==> config.mk <==
export PLATFORM = sky130hd
export DESIGN_NAME = rv_mem_stage_flat
export DESIGN_NICKNAME = d
export VERILOG_FILES = /design/src/rtl/rv_mem_pkg.sv /design/src/rtl/rv_mem_if.sv /design/src/rtl/rv_mem_align.sv /design/src/rtl/rv_mem_stage.sv /design/src/flat_wrapper.sv
export SDC_FILE = /design/constraint.sdc
export NUM_CORES = 1
export LEC_CHECK = 0
export ABC_AREA = 1
export CAP_MARGIN = 20
export CELL_PAD_IN_SITES_DETAIL_PLACEMENT = 0
export CELL_PAD_IN_SITES_GLOBAL_PLACEMENT = 1
export CORE_ASPECT_RATIO = 0.7
export CORE_MARGIN = 2
export CORE_UTILIZATION = 31
export DETAILED_ROUTE_END_ITERATION = 12
export GPL_TIMING_DRIVEN = 0
export PLACE_DENSITY = 0.89
export SLEW_MARGIN = 10
export SYNTH_ARGS = -nofsm -noshare
export SYNTH_HDL_FRONTEND = slang
export SYNTH_SLANG_ARGS = --single-unit
export TNS_END_PERCENT = 10
==> constraint.sdc <==
create_clock -name i_clk -period 2.9 [get_ports i_clk]
set_input_delay 0.87 -clock i_clk [delete_from_list [all_inputs] [get_ports i_clk]]
set_output_delay 0.87 -clock i_clk [all_outputs]
set_load 0.02 [all_outputs]
==> src/rtl/rv_mem_pkg.sv <==
// Shared encodings for the RV32I memory stage: funct3 access codes, FSM states,
// write-back result-source codes and the registered execute->memory bundle.
package rv_mem_pkg;

    localparam logic [2:0] F3_B  = 3'b000;
    localparam logic [2:0] F3_H  = 3'b001;
    localparam logic [2:0] F3_W  = 3'b010;
    localparam logic [2:0] F3_BU = 3'b100;
    localparam logic [2:0] F3_HU = 3'b101;

    typedef enum logic [1:0] {
        ST_IDLE = 2'd0,
        ST_BUS  = 2'd1,
        ST_DONE = 2'd2
    } mem_state_e;

    typedef enum logic [1:0] {
        RES_ALU = 2'd0,
        RES_MEM = 2'd1,
        RES_PC4 = 2'd2
    } res_src_e;

    typedef enum logic [1:0] {
        SZ_B,
        SZ_H,
        SZ_W
    } acc_size_e;

    typedef struct packed {
        logic [31:0] alu_result;
        logic        reg_write;
        logic        mem_read;
        logic        mem_write;
        logic [4:0]  rd;
        logic [29:0] pc_p4;
        logic [1:0]  res_src;
        logic [2:0]  funct3;
        logic [31:0] rs2_val;
    } stage_t;

    // Unused funct3 codes (011/110/111) fall through to word accesses.
    function automatic acc_size_e f3_size(input logic [2:0] f3);
        case (f3)
            F3_B, F3_BU: return SZ_B;
            F3_H, F3_HU: return SZ_H;
            F3_W:        return SZ_W;
            default:     return SZ_W;
        endcase
    endfunction

endpackage

==> src/rtl/rv_mem_if.sv <==
// Data-bus req/ack interface between the memory stage (master) and the data memory (slave).
interface rv_mem_if;

    logic        o_dbus_req;
    logic        o_dbus_we;
    logic [29:0] o_dbus_addr;
    logic [3:0]  o_dbus_be;
    logic [31:0] o_dbus_wdata;
    logic        i_dbus_ack;
    logic [31:0] i_dbus_rdata;

    modport master (
        output o_dbus_req, o_dbus_we, o_dbus_addr, o_dbus_be, o_dbus_wdata,
        input  i_dbus_ack, i_dbus_rdata
    );

    modport slave (
        input  o_dbus_req, o_dbus_we, o_dbus_addr, o_dbus_be, o_dbus_wdata,
        output i_dbus_ack, i_dbus_rdata
    );

endinterface

==> src/rtl/rv_mem_align.sv <==
// Combinational lane logic: store byte enables / replicated data, load extraction
// with sign or zero extension, and the misalignment check.
module rv_mem_align
    import rv_mem_pkg::*;
(
    input  logic [2:0]  i_funct3,
    input  logic [1:0]  i_off,
    input  logic [31:0] i_rs2,
    input  logic [31:0] i_rdata,
    output logic        o_misaligned,
    output logic [3:0]  o_st_be,
    output logic [31:0] o_st_wdata,
    output logic [31:0] o_load_val
);

    acc_size_e   w_size;
    logic [7:0]  w_byte;
    logic [15:0] w_half;

    assign w_size = f3_size(i_funct3);

    always_comb begin
        case (i_off)
            2'd0:    w_byte = i_rdata[7:0];
            2'd1:    w_byte = i_rdata[15:8];
            2'd2:    w_byte = i_rdata[23:16];
            default: w_byte = i_rdata[31:24];
        endcase
        w_half = i_off[1] ? i_rdata[31:16] : i_rdata[15:0];

        o_misaligned = 1'b0;
        o_st_be      = 4'b1111;
        o_st_wdata   = i_rs2;
        o_load_val   = i_rdata;
        case (w_size)
            SZ_B: begin
                o_st_be    = 4'b0001 << i_off;
                o_st_wdata = {4{i_rs2[7:0]}};
                o_load_val = {{24{(i_funct3 == F3_B) & w_byte[7]}}, w_byte};
            end
            SZ_H: begin
                o_misaligned = i_off[0];
                o_st_be      = 4'b0011 << {i_off[1], 1'b0};
                o_st_wdata   = {2{i_rs2[15:0]}};
                o_load_val   = {{16{(i_funct3 == F3_H) & w_half[15]}}, w_half};
            end
            default: o_misaligned = |i_off;
        endcase
    end

endmodule

==> src/rtl/rv_mem_stage.sv <==
// RV32I memory stage: EX/MEM stage register plus the IDLE/BUS/DONE data-bus FSM
// that stalls the pipeline while a load or store is outstanding.
module rv_mem_stage
    import rv_mem_pkg::*;
#(
    parameter int unsigned TIMEOUT_CYCLES = 0,
    parameter int unsigned TMO_W          = 8
) (
    input  logic        i_clk,
    input  logic        i_reset,
    input  logic        i_flush,
    input  logic        i_stall,
    input  logic [31:0] i_alu_result,
    input  logic        i_reg_write,
    input  logic        i_mem_read,
    input  logic        i_mem_write,
    input  logic [4:0]  i_rd,
    input  logic [29:0] i_pc_p4,
    input  logic [1:0]  i_res_src,
    input  logic [2:0]  i_funct3,
    input  logic [31:0] i_rs2_val,
    rv_mem_if.master    dbus,
    output logic        o_stall_req,
    output logic        o_misalign,
    output logic        o_bus_err,
    output logic [31:0] o_fwd_val,
    output logic [4:0]  o_rd,
    output logic        o_reg_write,
    output logic [1:0]  o_res_src,
    output logic [31:0] o_alu_result,
    output logic [31:0] o_load_val,
    output logic [29:0] o_pc_p4
);

    stage_t      r_stg;
    mem_state_e  r_state;
    logic [TMO_W-1:0] r_cnt;
    logic        r_bus_we;
    logic [29:0] r_bus_addr;
    logic [3:0]  r_bus_be;
    logic [31:0] r_bus_wdata;
    logic [2:0]  r_bus_f3;
    logic [1:0]  r_bus_off;
    logic [31:0] r_load_val;
    logic        r_bus_err, r_kill, r_mis_done;

    stage_t      w_stg_in;
    logic        w_memop, w_misal_raw, w_misalign, w_launch, w_in_bus, w_req, w_adv, w_tmo;
    logic [TMO_W-1:0] w_cnt_nxt;
    logic [2:0]  w_f3;
    logic [1:0]  w_off;
    logic [3:0]  w_st_be;
    logic [31:0] w_st_wdata, w_load_ext;
    logic        w_bus_we;
    logic [29:0] w_bus_addr;
    logic [3:0]  w_bus_be;
    logic [31:0] w_bus_wdata;

    assign w_stg_in = '{alu_result: i_alu_result, reg_write: i_reg_write,
                        mem_read: i_mem_read, mem_write: i_mem_write, rd: i_rd,
                        pc_p4: i_pc_p4, res_src: i_res_src, funct3: i_funct3,
                        rs2_val: i_rs2_val};

    // A flush may clear the stage mid-transfer, so the bus side works from copies latched at launch.
    assign w_in_bus   = (r_state == ST_BUS);
    assign w_f3       = w_in_bus ? r_bus_f3  : r_stg.funct3;
    assign w_off      = w_in_bus ? r_bus_off : r_stg.alu_result[1:0];
    assign w_memop    = r_stg.mem_read | r_stg.mem_write;
    assign w_misalign = (r_state == ST_IDLE) & w_memop & w_misal_raw;
    assign w_launch   = (r_state == ST_IDLE) & w_memop & ~w_misal_raw;
    assign w_req      = w_launch | w_in_bus;
    assign w_adv      = i_flush | ~(i_stall | w_req);
    assign w_cnt_nxt  = w_in_bus ? r_cnt + TMO_W'(1) : TMO_W'(1);
    assign w_tmo      = (TIMEOUT_CYCLES != 0) && (w_cnt_nxt == TMO_W'(TIMEOUT_CYCLES));

    rv_mem_align u_align (
        .i_funct3     (w_f3),
        .i_off        (w_off),
        .i_rs2        (r_stg.rs2_val),
        .i_rdata      (dbus.i_dbus_rdata),
        .o_misaligned (w_misal_raw),
        .o_st_be      (w_st_be),
        .o_st_wdata   (w_st_wdata),
        .o_load_val   (w_load_ext)
    );

    always_comb begin
        w_bus_we    = 1'b0;
        w_bus_addr  = '0;
        w_bus_be    = '0;
        w_bus_wdata = '0;
        if (w_in_bus) begin
            w_bus_we    = r_bus_we;
            w_bus_addr  = r_bus_addr;
            w_bus_be    = r_bus_be;
            w_bus_wdata = r_bus_wdata;
        end else if (w_launch) begin
            w_bus_we    = r_stg.mem_write;
            w_bus_addr  = r_stg.alu_result[31:2];
            w_bus_be    = r_stg.mem_write ? w_st_be : 4'b1111;
            w_bus_wdata = r_stg.mem_write ? w_st_wdata : '0;
        end
    end

    always_ff @(posedge i_clk) begin
        if (i_reset) begin
            r_stg       <= '0;
            r_state     <= ST_IDLE;
            r_cnt       <= '0;
            r_bus_we    <= 1'b0;
            r_bus_addr  <= '0;
            r_bus_be    <= '0;
            r_bus_wdata <= '0;
            r_bus_f3    <= '0;
            r_bus_off   <= '0;
            r_load_val  <= '0;
            r_bus_err   <= 1'b0;
            r_kill      <= 1'b0;
            r_mis_done  <= 1'b0;
        end else begin
            if (i_flush)
                r_stg <= '0;
            else if (!(i_stall || w_req))
                r_stg <= w_stg_in;
            r_bus_err  <= 1'b0;
            r_mis_done <= w_adv ? 1'b0 : (r_mis_done | w_misalign);
            if (w_launch) begin
                r_bus_we    <= w_bus_we;
                r_bus_addr  <= w_bus_addr;
                r_bus_be    <= w_bus_be;
                r_bus_wdata <= w_bus_wdata;
                r_bus_f3    <= r_stg.funct3;
                r_bus_off   <= r_stg.alu_result[1:0];
            end
            case (r_state)
                ST_IDLE, ST_BUS: begin
                    if (w_req) begin
                        if (dbus.i_dbus_ack) begin
                            if (!w_bus_we)
                                r_load_val <= w_load_ext;
                            r_state <= ST_DONE;
                        end else if (w_tmo) begin
                            r_bus_err <= 1'b1;
                            r_kill    <= 1'b1;
                            r_state   <= ST_DONE;
                        end else begin
                            r_cnt   <= w_cnt_nxt;
                            r_state <= ST_BUS;
                        end
                    end
                end
                ST_DONE: begin
                    if (w_adv) begin
                        r_state <= ST_IDLE;
                        r_kill  <= 1'b0;
                        r_cnt   <= '0;
                    end
                end
                default: r_state <= ST_IDLE;
            endcase
        end
    end

    assign dbus.o_dbus_req   = w_req & ~i_reset;
    assign dbus.o_dbus_we    = w_bus_we;
    assign dbus.o_dbus_addr  = w_bus_addr;
    assign dbus.o_dbus_be    = w_bus_be;
    assign dbus.o_dbus_wdata = w_bus_wdata;

    assign o_stall_req  = w_req;
    assign o_misalign   = w_misalign & ~r_mis_done;
    assign o_bus_err    = r_bus_err;
    assign o_fwd_val    = r_stg.alu_result;
    assign o_rd         = r_stg.rd;
    assign o_reg_write  = r_stg.reg_write & ~r_kill & ~w_misalign;
    assign o_res_src    = r_stg.res_src;
    assign o_alu_result = r_stg.alu_result;
    assign o_load_val   = r_load_val;
    assign o_pc_p4      = r_stg.pc_p4;

endmodule

==> src/flat_wrapper.sv <==
// flat-port wrapper written by rule: the top's interface ports become plain ports
module rv_mem_stage_flat import rv_mem_pkg::*;
#(
    parameter int unsigned TIMEOUT_CYCLES = 0,
    parameter int unsigned TMO_W          = 8
)
  (i_clk, i_reset, i_flush, i_stall, i_alu_result, i_reg_write, i_mem_read, i_mem_write, i_rd, i_pc_p4, i_res_src, i_funct3, i_rs2_val, o_stall_req, o_misalign, o_bus_err, o_fwd_val, o_rd, o_reg_write, o_res_src, o_alu_result, o_load_val, o_pc_p4, dbus_o_dbus_req, dbus_o_dbus_we, dbus_o_dbus_addr, dbus_o_dbus_be, dbus_o_dbus_wdata, dbus_i_dbus_ack, dbus_i_dbus_rdata);
  rv_mem_if dbus_i ();
  input  logic i_clk;
  input  logic i_reset;
  input  logic i_flush;
  input  logic i_stall;
  input  logic [31:0] i_alu_result;
  input  logic i_reg_write;
  input  logic i_mem_read;
  input  logic i_mem_write;
  input  logic [4:0] i_rd;
  input  logic [29:0] i_pc_p4;
  input  logic [1:0] i_res_src;
  input  logic [2:0] i_funct3;
  input  logic [31:0] i_rs2_val;
  output logic o_stall_req;
  output logic o_misalign;
  output logic o_bus_err;
  output logic [31:0] o_fwd_val;
  output logic [4:0] o_rd;
  output logic o_reg_write;
  output logic [1:0] o_res_src;
  output logic [31:0] o_alu_result;
  output logic [31:0] o_load_val;
  output logic [29:0] o_pc_p4;
  output wire logic [$bits(dbus_i.o_dbus_req)-1:0] dbus_o_dbus_req;
  output wire logic [$bits(dbus_i.o_dbus_we)-1:0] dbus_o_dbus_we;
  output wire logic [$bits(dbus_i.o_dbus_addr)-1:0] dbus_o_dbus_addr;
  output wire logic [$bits(dbus_i.o_dbus_be)-1:0] dbus_o_dbus_be;
  output wire logic [$bits(dbus_i.o_dbus_wdata)-1:0] dbus_o_dbus_wdata;
  input wire logic [$bits(dbus_i.i_dbus_ack)-1:0] dbus_i_dbus_ack;
  input wire logic [$bits(dbus_i.i_dbus_rdata)-1:0] dbus_i_dbus_rdata;
  assign dbus_o_dbus_req = dbus_i.o_dbus_req;
  assign dbus_o_dbus_we = dbus_i.o_dbus_we;
  assign dbus_o_dbus_addr = dbus_i.o_dbus_addr;
  assign dbus_o_dbus_be = dbus_i.o_dbus_be;
  assign dbus_o_dbus_wdata = dbus_i.o_dbus_wdata;
  assign dbus_i.i_dbus_ack = dbus_i_dbus_ack;
  assign dbus_i.i_dbus_rdata = dbus_i_dbus_rdata;
  rv_mem_stage #(.TIMEOUT_CYCLES(TIMEOUT_CYCLES), .TMO_W(TMO_W)) u_core (.i_clk(i_clk), .i_reset(i_reset), .i_flush(i_flush), .i_stall(i_stall), .i_alu_result(i_alu_result), .i_reg_write(i_reg_write), .i_mem_read(i_mem_read), .i_mem_write(i_mem_write), .i_rd(i_rd), .i_pc_p4(i_pc_p4), .i_res_src(i_res_src), .i_funct3(i_funct3), .i_rs2_val(i_rs2_val), .dbus(dbus_i), .o_stall_req(o_stall_req), .o_misalign(o_misalign), .o_bus_err(o_bus_err), .o_fwd_val(o_fwd_val), .o_rd(o_rd), .o_reg_write(o_reg_write), .o_res_src(o_res_src), .o_alu_result(o_alu_result), .o_load_val(o_load_val), .o_pc_p4(o_pc_p4));
endmodule
==> results.md <==
- The total area inside the core boundary comes to 32100 um2.
- The placer's final routability congestion estimate is 0.868.
- The capturing element type of the critical path is an output port.
- The critical path runs through a total of 14 cells.
- The launch instance of the worst register-to-register path is u_core.r_state[1].
- The dominant cell by count in the synthesized netlist is nand2_1.
- Counting instances, the worst hold path has a depth of 2.
- The number of fill cells is 3227.
- In the final layout, the share of cells above drive strength 1 is 0.201.
- The depth of the most critical reg-to-reg path is 14.
- The TritonCTS clock tree is built.
- The number of hold-slack violations in the final timing report is 0.
- The clock input transition at the sequential cells of the worst setup and hold paths is 70 ps.
- The number of clock buffers added by TritonCTS is 25.
- The critical hold path startpoint is u_core.r_stg[26].
- The layout net count is 2030.
- The row count is 55.
- For this run, the number of standard cells in the final layout without fillers is 2332.
- In this run the clock root is driven by a clkbuf_16.
- The library cell contributing the largest single delay on the critical path is dfxtp_4.
- Counting both buffers and inverters, the worst setup path holds a total of 6.
- The area enclosed by the die boundary is 33800 um2.
- The most heavily used metal layer in global routing is met2.
- IR analysis of the VDD net gives a maximum drop of 0.314 mV.
- Synthesis instantiated 34 different standard cells from the library.
- For this run, the share of the core covered by cells in the final layout is 0.484.
- The slack of the worst reg-to-reg path is 390 ps.
- The path class of the tightest hold or removal check is register to register.
- In the global route stage, overall resource usage came out at 0.219.
- In this run the tightest slew margin relative to its limit is 0.567.
- For this run, global-route usage on met1 was measured as 0.302.
- The met3 usage in global routing is 0.0525.
- In this run the critical register-to-register path is captured at u_core.r_stg[13].
- On the final layout, the worst clock skew is 13.8 ps.
- The number of slew-limit violations in the final report is 0.
- The detailed-route wire length per cell is 16.6 um.
- The final wirelength is 38800 um.
- The first routing iteration left 783 violations.
- STA puts the critical path data arrival time at 2470 ps.
- The final number of setup-violating endpoints is 70.
- By count the netlist is led by nand2_1, nor2_1, dfxtp_1, o21ai_0, buf_4.
- After technology mapping, the gate count stands at 1478.
- The synthesized design spends more area on one cell type than any other, namely dfxtp_1.
- In this run, placement finished with an instance count of 2251.
- The flow ran to the end, but the final reports show violations.
- Averaged over all synthesized cells, the footprint is 6.79 um2.
- On the critical path the largest part of the delay comes from buffers and inverters.
- The cell type with the highest occurrence count on the critical path is nand2_4.
- The initial antenna violation count is 2.
- In the routed design, unresolved DRC markers number 0.
- The area share of the largest cell type after synthesis is 0.427.
- Setup repair after global routing could not meet its margin everywhere.
- Detailed placement ended at an HPWL of 28800 um.
- Of all nets on the critical path, the largest fanout is 7.
- The width of the die is 219 um.
- For the worst setup path, the data required time is 2030 ps.
- The share of the Yosys chip area taken by registers is 0.427.
- The layout overhead on the synthesized area is 54.9%.
- The total congestion overflow after global routing is 0.
- Synthesis produced a netlist with a net count of 1622.
- The number of I/O pins is 349.
- The minimum clock period is 3340 ps.
- The portion of the clock cycle consumed by the worst path in the final layout is 1.15.
- Walking the worst path, the cells encountered are inv_6, nand2_8, buf_8, nand2_4, nand2_4, nand2_4, nand2_4, nand4_1, buf_6, inv_8, buf_6, o211ai_1, nand2_1, buf_6.
- The first global-routing pass estimated 57800 um of wire.
- Summing over every cut layer, the via total after detailed routing is 11000.
- The tool flagged a number of max-cap violations equal to 0.
- In this run the tool buffered the top-level ports with 346 buffer cells.
- The capture endpoint of the worst hold path is u_core.r_stg[26].
- The checks that failed: setup timing.
- For this run, global-route usage on met2 was measured as 0.345.
- After detailed routing, the number of vias per cell comes to 4.70.
- The most used flip-flop cell after synthesis is dfxtp_1.
- The critical path class is register to output port.
- The count of nets left with antenna violations once routing finished came out at 0.
- The setup TNS is -21050 ps.
- At the later pin of the worst-skew pair, clock insertion delay measures 540 ps.
- Once routing completed, OpenROAD measured the worst setup slack at -437 ps.
- The initial utilization of the core area, before any placement, comes to 0.313.
- Derived from the worst setup path, the maximum achievable clock frequency is 300 MHz.
- The maximum buffer depth of the clock tree is 3.
- Yosys mapped a number of flops with a built-in enable equal to 0.
- The clock net sink count is 214.
- From bottom edge to top edge, the die measures 154 um.
- Entering global routing, the biggest net connects 18 pins.
- In this run the static leakage power is 0.00686 uW.
- The largest stage delay on the critical path is 380 ps.
- The via count of the first global-routing pass is 10100.
- The first TritonRoute pass finished after 6 iterations.
- The register bit total from synthesis is 214.
- The power per cell area is 527 nW/um2.
- CTS built an H-tree with a depth of 1.
- After synthesis the cells add up to 10000 um2.
- The worst setup path is launched from a register.
- The count of yosys warnings during synthesis is 0.
- The post-synthesis async set-or-reset flop share is 0.
- For the pin with the worst max-slew slack, the measured transition is 649 ps.
- Yosys attributes the largest share of cell area to dfxtp_1, nand2_1, nor2_1, buf_4, o21ai_0.
-- area by class of cell --
type | instances | area (um2) | area share
multi-input cells | 1006 | 4640 | 0.299
clock inverters | 9 | 83.8 | 0.00540
well taps | 427 | 534 | 0.0344
diodes | 2 | 5.00 | 0.000322
repair buffers | 383 | 3670 | 0.236
plain buffers | 186 | 1270 | 0.0815
inverters | 70 | 290 | 0.0187
flip-flops and latches | 214 | 4290 | 0.276
clock buffers | 35 | 743 | 0.0479
-- power by group --
part / leakage, uW / switching [uW] / internal, uW
Clock: 0.000416 / 1340 / 1880
Combinational: 0.00470 / 980 / 797
Sequential: 0.00174 / 108 / 3080
Total: 0.00686 / 2420 / 5750
-- flip-flops by register name, summed over array words and instances (netlist names) --
signal and cells:
u_core.o_rd 5, u_core.r_state 2, u_core.r_bus_be 4, u_core.r_bus_we 1
u_core.o_load_val 32, u_core.o_alu_result 32, u_core.r_bus_addr 30, u_core.o_pc_p4 30
u_core.r_mis_done 1, u_core.r_bus_wdata 32, u_core.r_bus_off 2, u_core.r_stg 38
u_core.o_res_src 2, u_core.r_bus_f3 3
-- repair_timing --
| action | 4_1_cts | 5_1_grt |
|---|---|---|
| gates cloned | 3 | 0 |
| buffers inserted | 24 | 11 |
| hold buffers | 0 | 0 |
| resized for setup | 447 | 83 |
| pin swaps | 19 | 20 |
| setup endpoints to repair | 71 | 74 |
| hold endpoints to repair | 0 | 0 |
-- logic make-up (layout without fill, tap and decap cells) --
group,count (synthesis),in the layout,share of synthesized area
AO/OA/AOI/OAI,267,267,0.143
buffers and inverters,258,683,0.141
flip-flops,214,214,0.427
other,1,3,0.000374
AND/OR/NAND/NOR,738,738,0.288
-- layout by cell type, fill, tap and decap left out, types with 2 or more instances in the layout --
master / count
nand2_1: 381
clkdlybuf4s50_1: 275
nor2_1: 257
dfxtp_1: 212
buf_4: 155
o21ai_0: 121
a21oi_1: 96
inv_1: 64
clkbuf_1: 41
buf_6: 39
nand2_2: 38
buf_2: 36
clkbuf_16: 26
nand3_1: 23
o211ai_1: 23
nand2_4: 14
clkbuf_2: 9
clkbuf_8: 9
o21ai_1: 9
or2_2: 8
a22oi_1: 7
clkinv_2: 5
o21ai_2: 4
buf_8: 3
o21ai_4: 3
nor2_4: 3
buf_1: 3
clkdlybuf4s15_2: 3
diode_2: 2
inv_6: 2
nand2_8: 2
nand3_2: 2
clkbuf_4: 2
nor3_1: 2
nand4_1: 2
inv_8: 2
buf_12: 2
dfxtp_4: 2
-- per-layer routing --
layer | wire [um] | vias up
met3 | 3240 | 55
li1 | - | 5381
met5 | 0 | -
met1 | 17600 | 5086
met2 | 17200 | 432
met4 | 845 | 0
-- metrics by stage --
step	hold slack [ps]	setup WS (ps)	total power (uW)	area (um2)
global route	478	-527	8520	15500
CTS	460	-379	8190	15200
global placement	439	-891	4850	14000
floorplan	426	108	4100	10000
finish	463	-437	8180	15500
detailed placement	451	-876	4870	14000
-- how the worst max path moves through the flow --
| stage | startpoint | endpoint |
|---|---|---|
| after floorplan | u_core.r_state[1] | dbus_o_dbus_addr[28] |
| after global placement | u_core.r_state[1] | dbus_o_dbus_addr[13] |
| after detailed placement | u_core.r_state[1] | dbus_o_dbus_addr[13] |
| after CTS | u_core.r_state[1] | dbus_o_dbus_wdata[11] |
| after global routing | u_core.r_state[1] | dbus_o_dbus_wdata[11] |
| final | u_core.r_state[1] | dbus_o_dbus_wdata[11] |
-- worst min-delay path, stage by stage (launching register included) --
cell	delay, ps
dfxtp_1	310
nand2_1	60
a21oi_1	50
Power figures use the tool's default switching activity.
